<file path="src/rtl/nibble_serial_adder.sv">
// nibble_serial_adder: pushbutton-loaded operands added or subtracted one nibble per cycle.
module nibble_serial_adder #(
  parameter int WIDTH = 8
) (
  input  logic             clk,
  input  logic             rst_n,
  input  logic [3:0]       x,
  input  logic             pb_a,
  input  logic             pb_b,
  input  logic             pb_go,
  input  logic             sub,
  output logic [WIDTH-1:0] a,
  output logic [WIDTH-1:0] b,
  output logic [WIDTH-1:0] z,
  output logic             carry,
  output logic             ovf,
  output logic             busy,
  output logic             done
);
  localparam int N = WIDTH / 4;
  localparam int KW = (N > 1) ? $clog2(N) : 1;
  localparam logic [KW-1:0] LAST = KW'(N - 1);
  typedef enum logic [1:0] {IDLE, RUN, FIN} state_t;
  state_t state, state_nx;
  logic [2:0] s1, s2, s3, armed, ev;
  logic [1:0] vld;
  logic [KW-1:0] pa, pbp, k;
  logic [WIDTH-1:0] opa, opb, acc;
  logic [WIDTH+3:0] acc_nx;
  logic [4:0] sum;
  logic c, ov, ld_ok, start;
  // armed only sets once the synchroniser holds a real low sample, so a button held through reset stays silent
  always_ff @(posedge clk or negedge rst_n) begin
    if (!rst_n) begin
      s1 <= '0;
      s2 <= '0;
      s3 <= '0;
      armed <= '0;
      vld <= '0;
    end else begin
      s1 <= {pb_go, pb_b, pb_a};
      s2 <= s1;
      s3 <= s2;
      vld <= {vld[0], 1'b1};
      armed <= armed | (~s2 & {3{vld[1]}});
    end
  end
  assign ev = s2 & ~s3 & armed;
  always_ff @(posedge clk or negedge rst_n) begin
    if (!rst_n) state <= IDLE;
    else state <= state_nx;
  end
  always_comb begin
    state_nx = (state == IDLE) ? (ev[2] ? RUN : IDLE) :
               (state == RUN)  ? ((k == LAST) ? FIN : RUN) : IDLE;
  end
  always_comb begin
    busy = (state != IDLE);
    ld_ok = (state == IDLE);
    start = ld_ok & ev[2];
  end
  always_ff @(posedge clk or negedge rst_n) begin
    if (!rst_n) begin
      a <= '0;
      b <= '0;
      pa <= '0;
      pbp <= '0;
    end else begin
      if (ld_ok && ev[0]) begin
        a[4*pa +: 4] <= x;
        pa <= (pa == LAST) ? '0 : pa + 1'b1;
      end
      if (ld_ok && ev[1]) begin
        b[4*pbp +: 4] <= x;
        pbp <= (pbp == LAST) ? '0 : pbp + 1'b1;
      end
    end
  end
  // operand snapshots shift right so nibble 0 is always the one being added
  assign sum = {1'b0, opa[3:0]} + {1'b0, opb[3:0]} + {4'b0, c};
  assign acc_nx = {sum[3:0], acc};
  always_ff @(posedge clk or negedge rst_n) begin
    if (!rst_n) begin
      opa <= '0;
      opb <= '0;
      acc <= '0;
      c <= 1'b0;
      ov <= 1'b0;
      k <= '0;
      z <= '0;
      carry <= 1'b0;
      ovf <= 1'b0;
      done <= 1'b0;
    end else begin
      done <= (state == FIN);
      if (start) begin
        opa <= a;
        opb <= sub ? ~b : b;
        c <= sub;
        k <= '0;
      end else if (state == RUN) begin
        opa <= opa >> 4;
        opb <= opb >> 4;
        acc <= acc_nx[WIDTH+3:4];
        c <= sum[4];
        ov <= sum[4] ^ sum[3] ^ opa[3] ^ opb[3];
        k <= k + 1'b1;
      end
      if (state == FIN) begin
        z <= acc;
        carry <= c;
        ovf <= ov;
      end
    end
  end
endmodule
</file>
<file path="config.mk">
export PLATFORM = sky130hd
export DESIGN_NAME = nibble_serial_adder
export DESIGN_NICKNAME = d
export VERILOG_FILES = /design/src/rtl/nibble_serial_adder.sv
export SDC_FILE = /design/constraint.sdc
export NUM_CORES = 1
export LEC_CHECK = 0
export CORE_ASPECT_RATIO = 1.25
export CORE_MARGIN = 2
export CORE_UTILIZATION = 49
export DETAILED_ROUTE_END_ITERATION = 8
export HOLD_SLACK_MARGIN = 0.05
export PLACE_DENSITY = 0.83
export SLEW_MARGIN = 10
export SYNTH_ARGS = -nofsm -noshare
export SYNTH_HDL_FRONTEND = slang
export SYNTH_SLANG_ARGS = --single-unit
</file>
<file path="constraint.sdc">
create_clock -name clk -period 1.81 [get_ports clk]
set_input_delay 0.2715 -clock clk [delete_from_list [all_inputs] [get_ports clk]]
set_output_delay 0.2715 -clock clk [all_outputs]
set_load 0.02 [all_outputs]
</file>
### Word-level counts from Yosys, hierarchy flattened

Index checks and enable logic that the tools add are counted.

| storage, ports and cells | value |
|---|---|
| register bits after elaboration | 72 |
| word-level logic and storage cells | 68 |

| cells by class | value |
|---|---|
| $add $sub $neg | 7 |
| shifts and indexed selects | 4 |
| reduce and logical (&&, ||, !) cells | 6 |
| bitwise gates (word level) | 12 |
| mux-type cells | 17 |
| equal/unequal tests | 2 |

Operators with widths:

| operator | count |
|---|---|
| $neg 3->34 | 2 |
| $shift 4x34->8 const A | 2 |
| $shiftx 4x34->8 | 2 |
| $mux 8 | 5 |
| $bwmux 8 | 2 |
| $and 3x3->3 | 3 |
| $not 8->8 | 1 |
| $mux 1 | 7 |
| $mux 2 | 3 |
| $not 3->3 | 2 |
| $add 4x4->5 | 1 |
| $add 5x1->5 | 1 |
| $reduce_bool 2->1 | 2 |
| $add 1x1->1 const B | 3 |
| $or 3x3->3 | 1 |
| $xor 1x1->1 | 3 |
| $eq 2x1->1 const B | 1 |
| $eq 2x2->1 const B | 1 |
| $logic_and 1x1->1 | 2 |
| $logic_not 2->1 | 1 |
| $reduce_and 2->1 | 1 |
| $and 1x1->1 | 1 |
| $not 1->1 | 1 |

### Logic depth before layout (Yosys ltp)

Gate-level depths: netlist of run 1.

| logic depth | value |
|---|---|
| depth after elaboration | 6 |
| depth in mapped cells | 6 |
| mapped depth without buffers | 6 |

### Worst setup path after synthesis of run 1

No wires, ideal clock.

| timing | value |
|---|---|
| kind | register to register |
| start point | reg c |
| end point | reg ov |
| slack | -74 ps |
| data required time | 1,715 ps |
| stages on the path, launching flop included | 7 |
| path buffers | 0 |
| clock period less this slack | 1,884 ps |
| arrival | 1,788 ps |
| cell sequence | dfrtp_1 fa_1 fa_1 nand3_1 a21oi_1 o211a_1 o31ai_1 |

| between the ends | value |
|---|---|
| cells in the longest elaborated chain, start to end | 4 |

Ends and longest elaborated chain:

| element | line | RTL |
|---|---|---|
| start, declared | 31 | `logic c, ov, ld_ok, start;` |
| start signal, assigned | 99 | `c <= sub;` |
| start signal, assigned | 105 | `c <= sum[4];` |
| $add 5x1->5 | 80 | `assign sum = {1'b0, opa[3:0]} + {1'b0, opb[3:0]} + {4'b0, c};` |
| $xor 1x1->1 (3 in series) | 106 | `ov <= sum[4] ^ sum[3] ^ opa[3] ^ opb[3];` |
| end signal, assigned | 106 |  |
| end, declared | 31 |  |

Every way passes these cells.
A chain may end at the register's enable or synchronous reset.

### Final worst setup path of run 1

| timing | value |
|---|---|
| start point | reg opb[0] |
| end point | reg ov |

| between the ends | value |
|---|---|
| cells in the longest elaborated chain, start to end | 5 |

Ends and longest elaborated chain:

| element | line | RTL |
|---|---|---|
| start, declared | 28 | `logic [WIDTH-1:0] opa, opb, acc;` |
| start signal, assigned | 98 | `opb <= sub ? ~b : b;` |
| start signal, assigned | 103 | `opb <= opb >> 4;` |
| $add 4x4->5 | 80 |  |
| $add 5x1->5 | 80 |  |
| $xor 1x1->1 (3 in series) | 106 |  |

Every way passes these cells.

==> impl_results.md, run 1 <==
- Row count: 31
- RSZ-0062 raised after global routing: yes
- Yosys warns: 0
- Vias in the first global route: 1,949
- Mapped Avg Cell Area: 12.37 um2
- Pwr Total: 6.761 mW
- H-tree levels: 3
- Failing checks: negative setup slack
- Status: complete, but fails checks
- Vias after detailed routing: 1,903
- Period utilisation layout: 1.051
- #FFs+latches synth: 72
- Iteration-0 DRC Markers: 103
- Max Fclk: 525.8 MHz
- Synth Flop Type: dfrtp_1
- Fin util: 0.6320
- Root Buffer: clkbuf_8
- Area post-placement: 0.003443 mm2
- Worst hold slack: 356.5 ps
- Distinct cells, synth: 36
- GRT Residual Overflow: 0
- Sequential cell area fraction in the yosys report: 0.6120
- Placeable Area: 0.005818 mm2
- Crit path kind: reg -> reg
- GP Congestion: 0.8120
- Kind of start point of the critical path: register
- WL per Instance: 15.06 um
- CTS Buffer Depth: 2
- Minimum clock period: 1902 ps
- Vias per cell: 5.301
- CTS tree: done
- Die Area: 0.006648 mm2
- Global-route wire length before repair: 9059 um
- I/O pin count: 38
- Dpl hpwl: 3680 um
- Post-synth EDFFs: 0
- Commonest cells after routing, fill and taps aside: dfrtp_1 (72), nand2_1 (42), clkdlybuf4s50_1 (35)
- Total wire length: 5408 um
- DRC: 0
- Post-Syn Instances: 238
- Leak pwr: 1.730 nW
- Clk Latency, worst-skew pair: 340 ps
- Max cap viols: 0
- Layout cells sized above 1: 0.2218
- Max Slew Vio Count: 0
- Horiz. Die Dim: 73.33 um
- Post-route ant nets: 0
- Largest net degree at the start of global routing: 73
- Fin nets: 303
- # clock sinks: 72
- Pwr dens: 1839 mW/mm2
- Final worst-path setup slack: -92.02 ps
- CP Max Fanout: 3
- Final hold violation count: 0
- CP required: 2060 ps
- Setup TNS: -92.02 ps
- First-pass DRT Iterations: 4
- Final setup viols: 1
- Layout Area Growth over Synthesis: 24.90%
- Post-synth ARST share: 1.000
- Final Skew: 6.813 ps
- Fin area: 0.003677 mm2
- Commonest non-fill, non-tap cell in the layout: dfrtp_1
- Gr usage total: 0.1803
- Num CTS Buffers: 9
- ANT cells: 0
- Antenna violations before repair: 0
- Post-synthesis cell area: 0.002944 mm2
- Clock transition at path regs: 70 ps
- Initial Util: 0.5060
- Die height: 90.67 um
- PortBufs: 37
- CP arrival: 2150 ps
- Hold Crit Class: reg -> reg
- Crit end category: register
- Maximum VDD drop: 0.001191 V
- Syn_nets: 253
==> synthesized netlist by cell type (2+ instances only) <==
cell | n | area, um2
or2_1 | 2 | 12.51
nor2b_1 | 3 | 18.77
a31oi_1 | 3 | 18.77
mux2_2 | 18 | 202.7
nand3_1 | 16 | 80.08
and3_1 | 2 | 12.51
dfrtp_1 | 72 | 1802
a22oi_1 | 4 | 30.03
nor2_1 | 6 | 22.52
inv_1 | 5 | 18.77
a221o_1 | 2 | 20.02
o21ai_0 | 8 | 40.04
clkbuf_1 | 6 | 22.52
a21o_1 | 4 | 30.03
xor2_1 | 4 | 35.03
nand2_1 | 42 | 157.7
fa_1 | 2 | 40.04
xnor2_1 | 7 | 61.31
mux2_4 | 8 | 120.1
buf_2 | 4 | 20.02
a21oi_1 | 3 | 15.01
ha_1 | 3 | 37.54
==> critical path, cell delays in order (launching register included) <==
cell,delay [ps]
dfrtp_1,410
fa_2,410
fa_2,380
nand3_2,130
a21oi_2,80
o211a_1,220
o31ai_1,190
==> sequential cells by signal, indices dropped and copies added (netlist names) <==
| signal | cells |
|---|---|
| b | 8 |
| pa | 1 |
| acc | 8 |
| s1 | 3 |
| opb | 8 |
| s2 | 3 |
| carry | 1 |
| done | 1 |
| state | 2 |
| armed | 3 |
| ov | 1 |
| pbp | 1 |
| k | 1 |
| c | 1 |
| a | 8 |
| opa | 8 |
| s3 | 3 |
| z | 8 |
| vld | 2 |
| ovf | 1 |
==> power breakdown <==
group	leakage [nW]	switching (mW)	total [mW]	internal (mW)
sequential	0.879	0.452	2.66	2.21
combinational	0.760	1.38	2.87	1.49
clock	0.0916	0.598	1.23	0.635
==> path summary, 6_finish.rpt <==
kind	startpoint	end	slack [ps]	cells after the start
max	opb[0]$_DFFE_PN0P_	ov$_DFFE_PN0P_	-90	6
min	vld[0]$_DFF_PN0_	vld[1]$_DFF_PN0_	360	0
max reg2reg	opb[0]$_DFFE_PN0P_	ov$_DFFE_PN0P_	-90	6
min reg2reg	vld[0]$_DFF_PN0_	vld[1]$_DFF_PN0_	360	0
max in group asynchronous	rst_n	armed[2]$_DFF_PN0_	1030	3
min in group asynchronous	rst_n	done$_DFF_PN0_	470	3
==> final cells by class <==
cell class	instances	area (um2)
multi-input cells	149	1091
clock inverters	7	71.32
clock buffers	9	123.9
flip-flops and latches	72	1802
fillers	471	2141
well taps	66	82.58
inverters	5	18.77
repair buffers	51	488.0
==> cells by family (layout without fill, tap and decap cells) <==
logic type      Yosys count  after routing  synth area share
compound gates           27             27           0.06078
xor+xnor                 11             11           0.03272
fa+ha+maj                 5              5           0.02635
buf+inv                  17             72           0.02720
flops                    72             72            0.6120
mux                      26             26            0.1096
other cells               1              1          0.001274
simple gates             79             79            0.1301
==> per-stage QoR <==
step | worst slack [ps] | cells
after global routing | -173.4 | 359
after detailed placement | -83.59 | 341
after CTS | -67.78 | 359
after floorplan | 14.39 | 238
after global placement | -8.994 | 341
final | -92.02 | 359
==> repair_timing <==
action | CTS | global route
pin swaps | 2 | 0
resized for setup | 2 | 3
setup endpoints to repair | 2 | 2
endpoints found under the hold margin | 72 | 0
buffers inserted | 1 | 0
hold buffers | 1 | 0
==> per-layer routing <==
metal	wire length, um	vias up	global-route usage
met4	106	0	0.08788
met2	2803	40	0.2943
met5	0	-	0
met3	185	9	0.04911
li1	-	910	-
met1	2312	944	0.2162
Note: power is estimated with default switching activity, not from simulation.
==> run 2: changes to the inputs <==
Settings changed: CORE_ASPECT_RATIO 1.25 to 1.2.
==> impl_results.md, run 2 (synthesis gave the netlist of run 1 again) <==
- Status: complete, but fails checks
- Failing checks: negative setup slack
- Post-route ant nets: 0 (unchanged)
- Layout cells sized above 1: 0.2192 (-0.002665)
- Area of the multi-input gates: 0.001091 mm2 (unchanged)
- GRT Residual Overflow: 0 (unchanged)
- Vias in the first global route: 1,803 (-7.5%)
- Crit path kind: reg -> reg
- Uppermost layer routed: met4
- WL per Instance: 14.44 um (-4.2%)
- CP required: 2060 ps (about the same)
- Clock transition at path regs: 80 ps (about the same)
- Crit end category: register
- Num CTS Buffers: 9 (unchanged)
- Setup TNS: -130.6 ps (-38.62 ps)
- Fin util: 0.6458 (+0.01371)
- Routed met1 length: 2261 um (-2.2%)
- Die Area: 0.006647 mm2 (about the same)
- Critical R2R Launch: opb[0]$_DFFE_PN0P_
- Slowest cell delay on critical path: 420 ps (about the same)
- CP arrival: 2190 ps (+40 ps)
- CTS Buffer Depth: 2 (unchanged)
- I/O pin count: 38 (unchanged)
- FF-to-FF End: ov$_DFFE_PN0P_
- Worst setup startpoint: opb[0]$_DFFE_PN0P_
- DP Cell Count: 355 (+4.1%)
- Max cap viols: 0 (unchanged)
- Hold EP: s2[1]$_DFF_PN0_
- ANT cells: 0 (unchanged)
- Global-route wire length before repair: 8721 um (-3.7%)
- PortBufs: 37 (unchanged)
- Worst Reg2Reg Path Length in Cells: 6 (unchanged)
- # clock sinks: 72 (unchanged)
- Fin nets: 302 (-0.33%)
- Post-CTS Setup Bufs: 0 (-1)
- Fin area: 0.003709 mm2 (+0.85%)
- GP Congestion: 0.8269 (+1.8%)
- Max Slew Vio Count: 0 (unchanged)
- CP dominant cell by count: fa_2
- Period utilisation layout: 1.072 (+0.02134)
- Dpl ws: -144.6 ps (-60.98 ps)
- Layout Area Growth over Synthesis: 25.97%
- First-pass DRT Iterations: 4 (unchanged)
- RSZ-0062 raised after global routing: yes
- Pwr dens: 1849 mW/mm2 (+0.56%)
- Clk Latency, worst-skew pair: 340 ps (about the same)
- Minimum clock period: 1941 ps (+38.62 ps)
- Gr usage total: 0.1818 (+0.001466)
- Register area: 0.001802 mm2 (unchanged)
- Final hold violation count: 0 (unchanged)
- Vias per cell: 5.094 (-3.9%)
- Dpl hpwl: 3781 um (+2.7%)
- Iteration-0 DRC Markers: 73 (-29%)
- CP Max Fanout: 3 (unchanged)
- CP cell instances: fa_2, fa_2, nand3_2, a21oi_2, o211a_1, o31ai_2
- Antenna violations before repair: 0 (unchanged)
- Hold Crit Class: reg -> reg
- Post-route insts no fill: 372 (+3.6%)
- Placeable Area: 0.005743 mm2 (-1.3%)
- Commonest cells after routing, fill and taps aside: dfrtp_1 (72), nand2_1 (42), clkdlybuf4s50_1 (35)
- Fillers: 429 (-8.9%)
- Max Fclk: 515.3 MHz (-2.0%)
- Crit-path slowest cell: fa_2
- Root Buffer: clkbuf_8
- Die height: 88.91 um (-1.9%)
- R2R setup slack: -130 ps (-40 ps)
- Commonest non-fill, non-tap cell in the layout: dfrtp_1
- Kind of start point of the critical path: register
- Horiz. Die Dim: 74.76 um (+2.0%)
- H-tree levels: 3 (unchanged)
- Final worst-path setup slack: -130.6 ps (-38.62 ps)
- Hold Path Stages: 0 (unchanged)
- Row count: 30 (-3.2%)
- Met2 Routed Length: 2755 um (-1.7%)
- CTS tree: done
- Final Skew: 7.751 ps (+0.9373 ps)
- Crit path max-delay family: adder cells
- Leak pwr: 1.739 nW (+0.51%)
- Largest net degree at the start of global routing: 56 (-23%)
- Vias after detailed routing: 1,895 (-0.42%)
- Maximum VDD drop: 0.001143 V (-4.0%)
- Final setup viols: 1 (unchanged)
- Total wire length: 5371 um (-0.68%)
- DRC: 0 (unchanged)
- WL met3: 253 um (+37%)
- Area post-placement: 0.003461 mm2 (+0.51%)
- Buf+Inv Stages, Crit Path: 0 (unchanged)
- Hold Path Origin: s1[1]$_DFF_PN0_
- Initial Util: 0.5126 (+0.006615)
run 2: changes by cell type in the layout (fill, tap and decap cells not counted), sizes merged:
cell	before	now
dlymetal6s2s	1	0
clkinv	2	5
dlygate4sd2	0	1
buf	14	13
clkinvlp	3	0
inv	6	5
bufinv	1	2
run 2: how the worst max path moves through the flow:
stage / endpoint / slack, ps / cells after the start
after floorplan: ov$_DFFE_PN0P_ / 10 / 6
after global placement: ov$_DFFE_PN0P_ / -9 / 6
after detailed placement: ov$_DFFE_PN0P_ / -140 / 6
after CTS: ov$_DFFE_PN0P_ / -70 / 6
after global routing: ov$_DFFE_PN0P_ / -160 / 6
final: ov$_DFFE_PN0P_ / -130 / 6
run 2: timing repair:
| action | CTS | global route |
|---|---|---|
| endpoints found under the hold margin | 17 | 0 |
| gates resized for setup | 5 | 1 |
| pin swaps | 2 | 0 |
| hold buffers | 1 | 0 |
| endpoints found under the setup margin | 2 | 1 |
run 2: per-layer routing:
layer	track usage	vias to the layer above
met5	0	-
met4	0.08442	0
met1	0.2250	928
met2	0.2977	58
li1	-	900
met3	0.04848	9
run 2: worst reg2reg max path: cells and delay by family (launching register included):
| kind | cells | cell delay [ps] |
|---|---|---|
| flip-flops | 1 | 410 |
| AO/OA/AOI/OAI | 3 | 540 |
| adder cells (fa/ha/maj) | 2 | 780 |
| AND/OR/NAND/NOR | 1 | 120 |
run 2: layout make-up:
type	instances	share of cell area
inverters	5	0.005061
clock inverters	7	0.02598
repair buffers	50	0.1285
clock buffers	9	0.03340
well taps	80	0.02699
multi-input cells	149	0.2942
flip-flops and latches	72	0.4858
run 2: per-stage QoR:
step	hold WS, ps	power [mW]
final	353.6	6.857
after CTS	347.9	6.900
after global placement	220.2	5.309
after global routing	353.7	7.286
after floorplan	-24.09	4.339
after detailed placement	221.3	5.450
run 2: report_power, final:
group | internal (mW) | switching, mW
clock | 0.777 | 0.601
sequential | 2.21 | 0.454
combinational | 1.43 | 1.38
total | 4.42 | 2.44
==> run 3: changes to the inputs <==
Settings changed: CORE_UTILIZATION 49 to 51, CTS_BUF_LIST set to sky130_fd_sc_hd__clkbuf_4, PLACE_DENSITY 0.83 to 0.85, REMOVE_ABC_BUFFERS set to 1, SKIP_CTS_REPAIR_TIMING set to 1.
==> impl_results.md, run 3 (synthesis gave the netlist of run 1 again) <==
- Status: complete, but fails checks
- Failing checks: negative setup slack
- Row count: 30 (unchanged)
- Gr usage total: 0.1904 (+0.008597)
- WL per Instance: 15.24 um (+5.6%)
- Post-route ant nets: 0 (unchanged)
- H-tree levels: 3 (unchanged)
- Horiz. Die Dim: 73.36 um (-1.9%)
- Uppermost layer routed: met4
- Total wire length: 5488 um (+2.2%)
- Die height: 87.23 um (-1.9%)
- Slowest cell delay on critical path: 420 ps (about the same)
- Layout Area Growth over Synthesis: 24.05%
- Crit-path slowest cell: dfrtp_1
- DRC: 0 (unchanged)
- Minimum clock period: 1852 ps (-89.07 ps)
- Final worst-path setup slack: -41.57 ps (+89.07 ps)
- WL met3: 252 um (-0.40%)
- Initial Util: 0.5229 (+0.01025)
- Placeable Area: 0.005630 mm2 (-2.0%)
- Hold Crit Class: in -> reg
- Commonest non-fill, non-tap cell in the layout: dfrtp_1
- Fillers: 441 (+2.8%)
- Clock transition at path regs: 110 ps (+30 ps)
- CP Max Fanout: 3 (unchanged)
- Num CTS Buffers: 9 (unchanged)
- PortBufs: 37 (unchanged)
- Global-route wire length before repair: 9039 um (+3.6%)
- Pwr dens: 1784 mW/mm2 (-3.5%)
- Rel. slew slack: 0.6056
- Area post-placement: 0.003466 mm2 (+0.14%)
- Crit end category: register
- Worst hold slack: 297.2 ps (-56.40 ps)
- Register area: 0.001802 mm2 (unchanged)
- GP Congestion: 0.7841 (-5.2%)
- Largest net degree at the start of global routing: 28 (-50%)
- Clk Latency, worst-skew pair: 400 ps (+60 ps)
- Layout cells sized above 1: 0.2230 (+0.003795)
- Die Area: 0.006399 mm2 (-3.7%)
- Routed met1 length: 2306 um (+2.0%)
- First-pass DRT Iterations: 4 (unchanged)
- CP arrival: 2150 ps (-40 ps)
- Antenna violations before repair: 0 (unchanged)
- Dpl hpwl: 3893 um (+3.0%)
- Iteration-0 DRC Markers: 61 (-16%)
- Leak pwr: 1.740 nW (about the same)
- Buf+Inv Stages, Crit Path: 0 (unchanged)
- Commonest cells after routing, fill and taps aside: dfrtp_1 (72), nand2_1 (42), clkdlybuf4s50_1 (34)
- Max Slew Vio Count: 0 (unchanged)
- CTS Buffer Depth: 2 (unchanged)
- Max Fclk: 540.1 MHz (+4.8%)
- Max cap viols: 0 (unchanged)
- Worst-Margin Slew: 591.5 ps
- Met2 Routed Length: 2886 um (+4.8%)
- Vias per cell: 5.411 (+6.2%)
- Area of the multi-input gates: 0.001091 mm2 (unchanged)
- CP cell instances: fa_2, and3_1, or3_1, a211oi_2, o31ai_2
- Fin nets: 306 (+1.3%)
- Final Skew: 13.75 ps (+6.000 ps)
- CTS tree: done
- Root Buffer: clkbuf_4
- Period utilisation layout: 1.023 (-0.04921)
- Kind of start point of the critical path: register
- Final setup viols: 1 (unchanged)
- CP required: 2110 ps (+50 ps)
- Final hold violation count: 0 (unchanged)
- # clock sinks: 72 (unchanged)
- Crit path max-delay family: simple AND/OR/NAND/NOR gates
- I/O pin count: 38 (unchanged)
- Vias after detailed routing: 1,948 (+2.8%)
- Crit path kind: reg -> reg
- Fin area: 0.003652 mm2 (-1.5%)
- GRT Residual Overflow: 0 (unchanged)
- ANT cells: 0 (unchanged)
- Maximum VDD drop: 0.0009385 V (-18%)
- Vias in the first global route: 1,935 (+7.3%)
- RSZ-0062 raised after global routing: yes
## run 3: stage by stage
stage | std cells | utilization | worst slack, ps | total power [mW] | setup TNS (ps)
CTS | 358 | 0.6396 | -250.1 | 6.439 | -479.4
floorplan | 226 | - | -78.24 | 4.246 | -78.24
global route | 360 | 0.6487 | -138.7 | 6.932 | -138.7
detailed placement | 342 | 0.6156 | -176.9 | 5.450 | -226.2
finish | 360 | 0.6487 | -41.57 | 6.515 | -41.57
global placement | 342 | 0.6156 | -107.8 | 5.311 | -117.0
## run 3: final timing paths
path | start | endpoint | slack [ps] | cells after the start
min in group asynchronous | rst_n | carry$_DFFE_PN0P_ | 390 | 2
worst max register to register | opb[0]$_DFFE_PN0P_ | ov$_DFFE_PN0P_ | -40 | 5
worst min register to register | s1[2]$_DFF_PN0_ | s2[2]$_DFF_PN0_ | 360 | 0
worst max-delay path | opb[0]$_DFFE_PN0P_ | ov$_DFFE_PN0P_ | -40 | 5
max in group asynchronous | rst_n | opa[3]$_DFFE_PN0P_ | 890 | 3
worst min-delay path | pb_go | s1[2]$_DFF_PN0_ | 300 | 1
## run 3: layout make-up
type	count	share of cell area
Clock buffer	12	0.02467
Timing Repair Buffer	54	0.1439
Sequential cell	72	0.4933
Inverter	5	0.005139
Tap cell	64	0.02193
Clock inverter	4	0.01233
Multi-Input combinational cell	149	0.2987
## run 3: worst reg2reg max path, cell delays in order (launching register included)
cell	delay [ps]
dfrtp_1	420
fa_2	410
and3_1	200
or3_1	410
a211oi_2	240
o31ai_2	90
## run 3: metal layers
metal  vias up  global-route usage
met3         4             0.05093
met2        53              0.3022
met5         -                   0
li1        916                   -
met4         0             0.09091
met1       975              0.2420
## run 3: report_power, final
| group | internal, mW | total, mW | switching (mW) |
|---|---|---|---|
| combinational | 1.48 | 2.88 | 1.40 |
| clock | 0.461 | 0.982 | 0.521 |
| sequential | 2.21 | 2.66 | 0.451 |
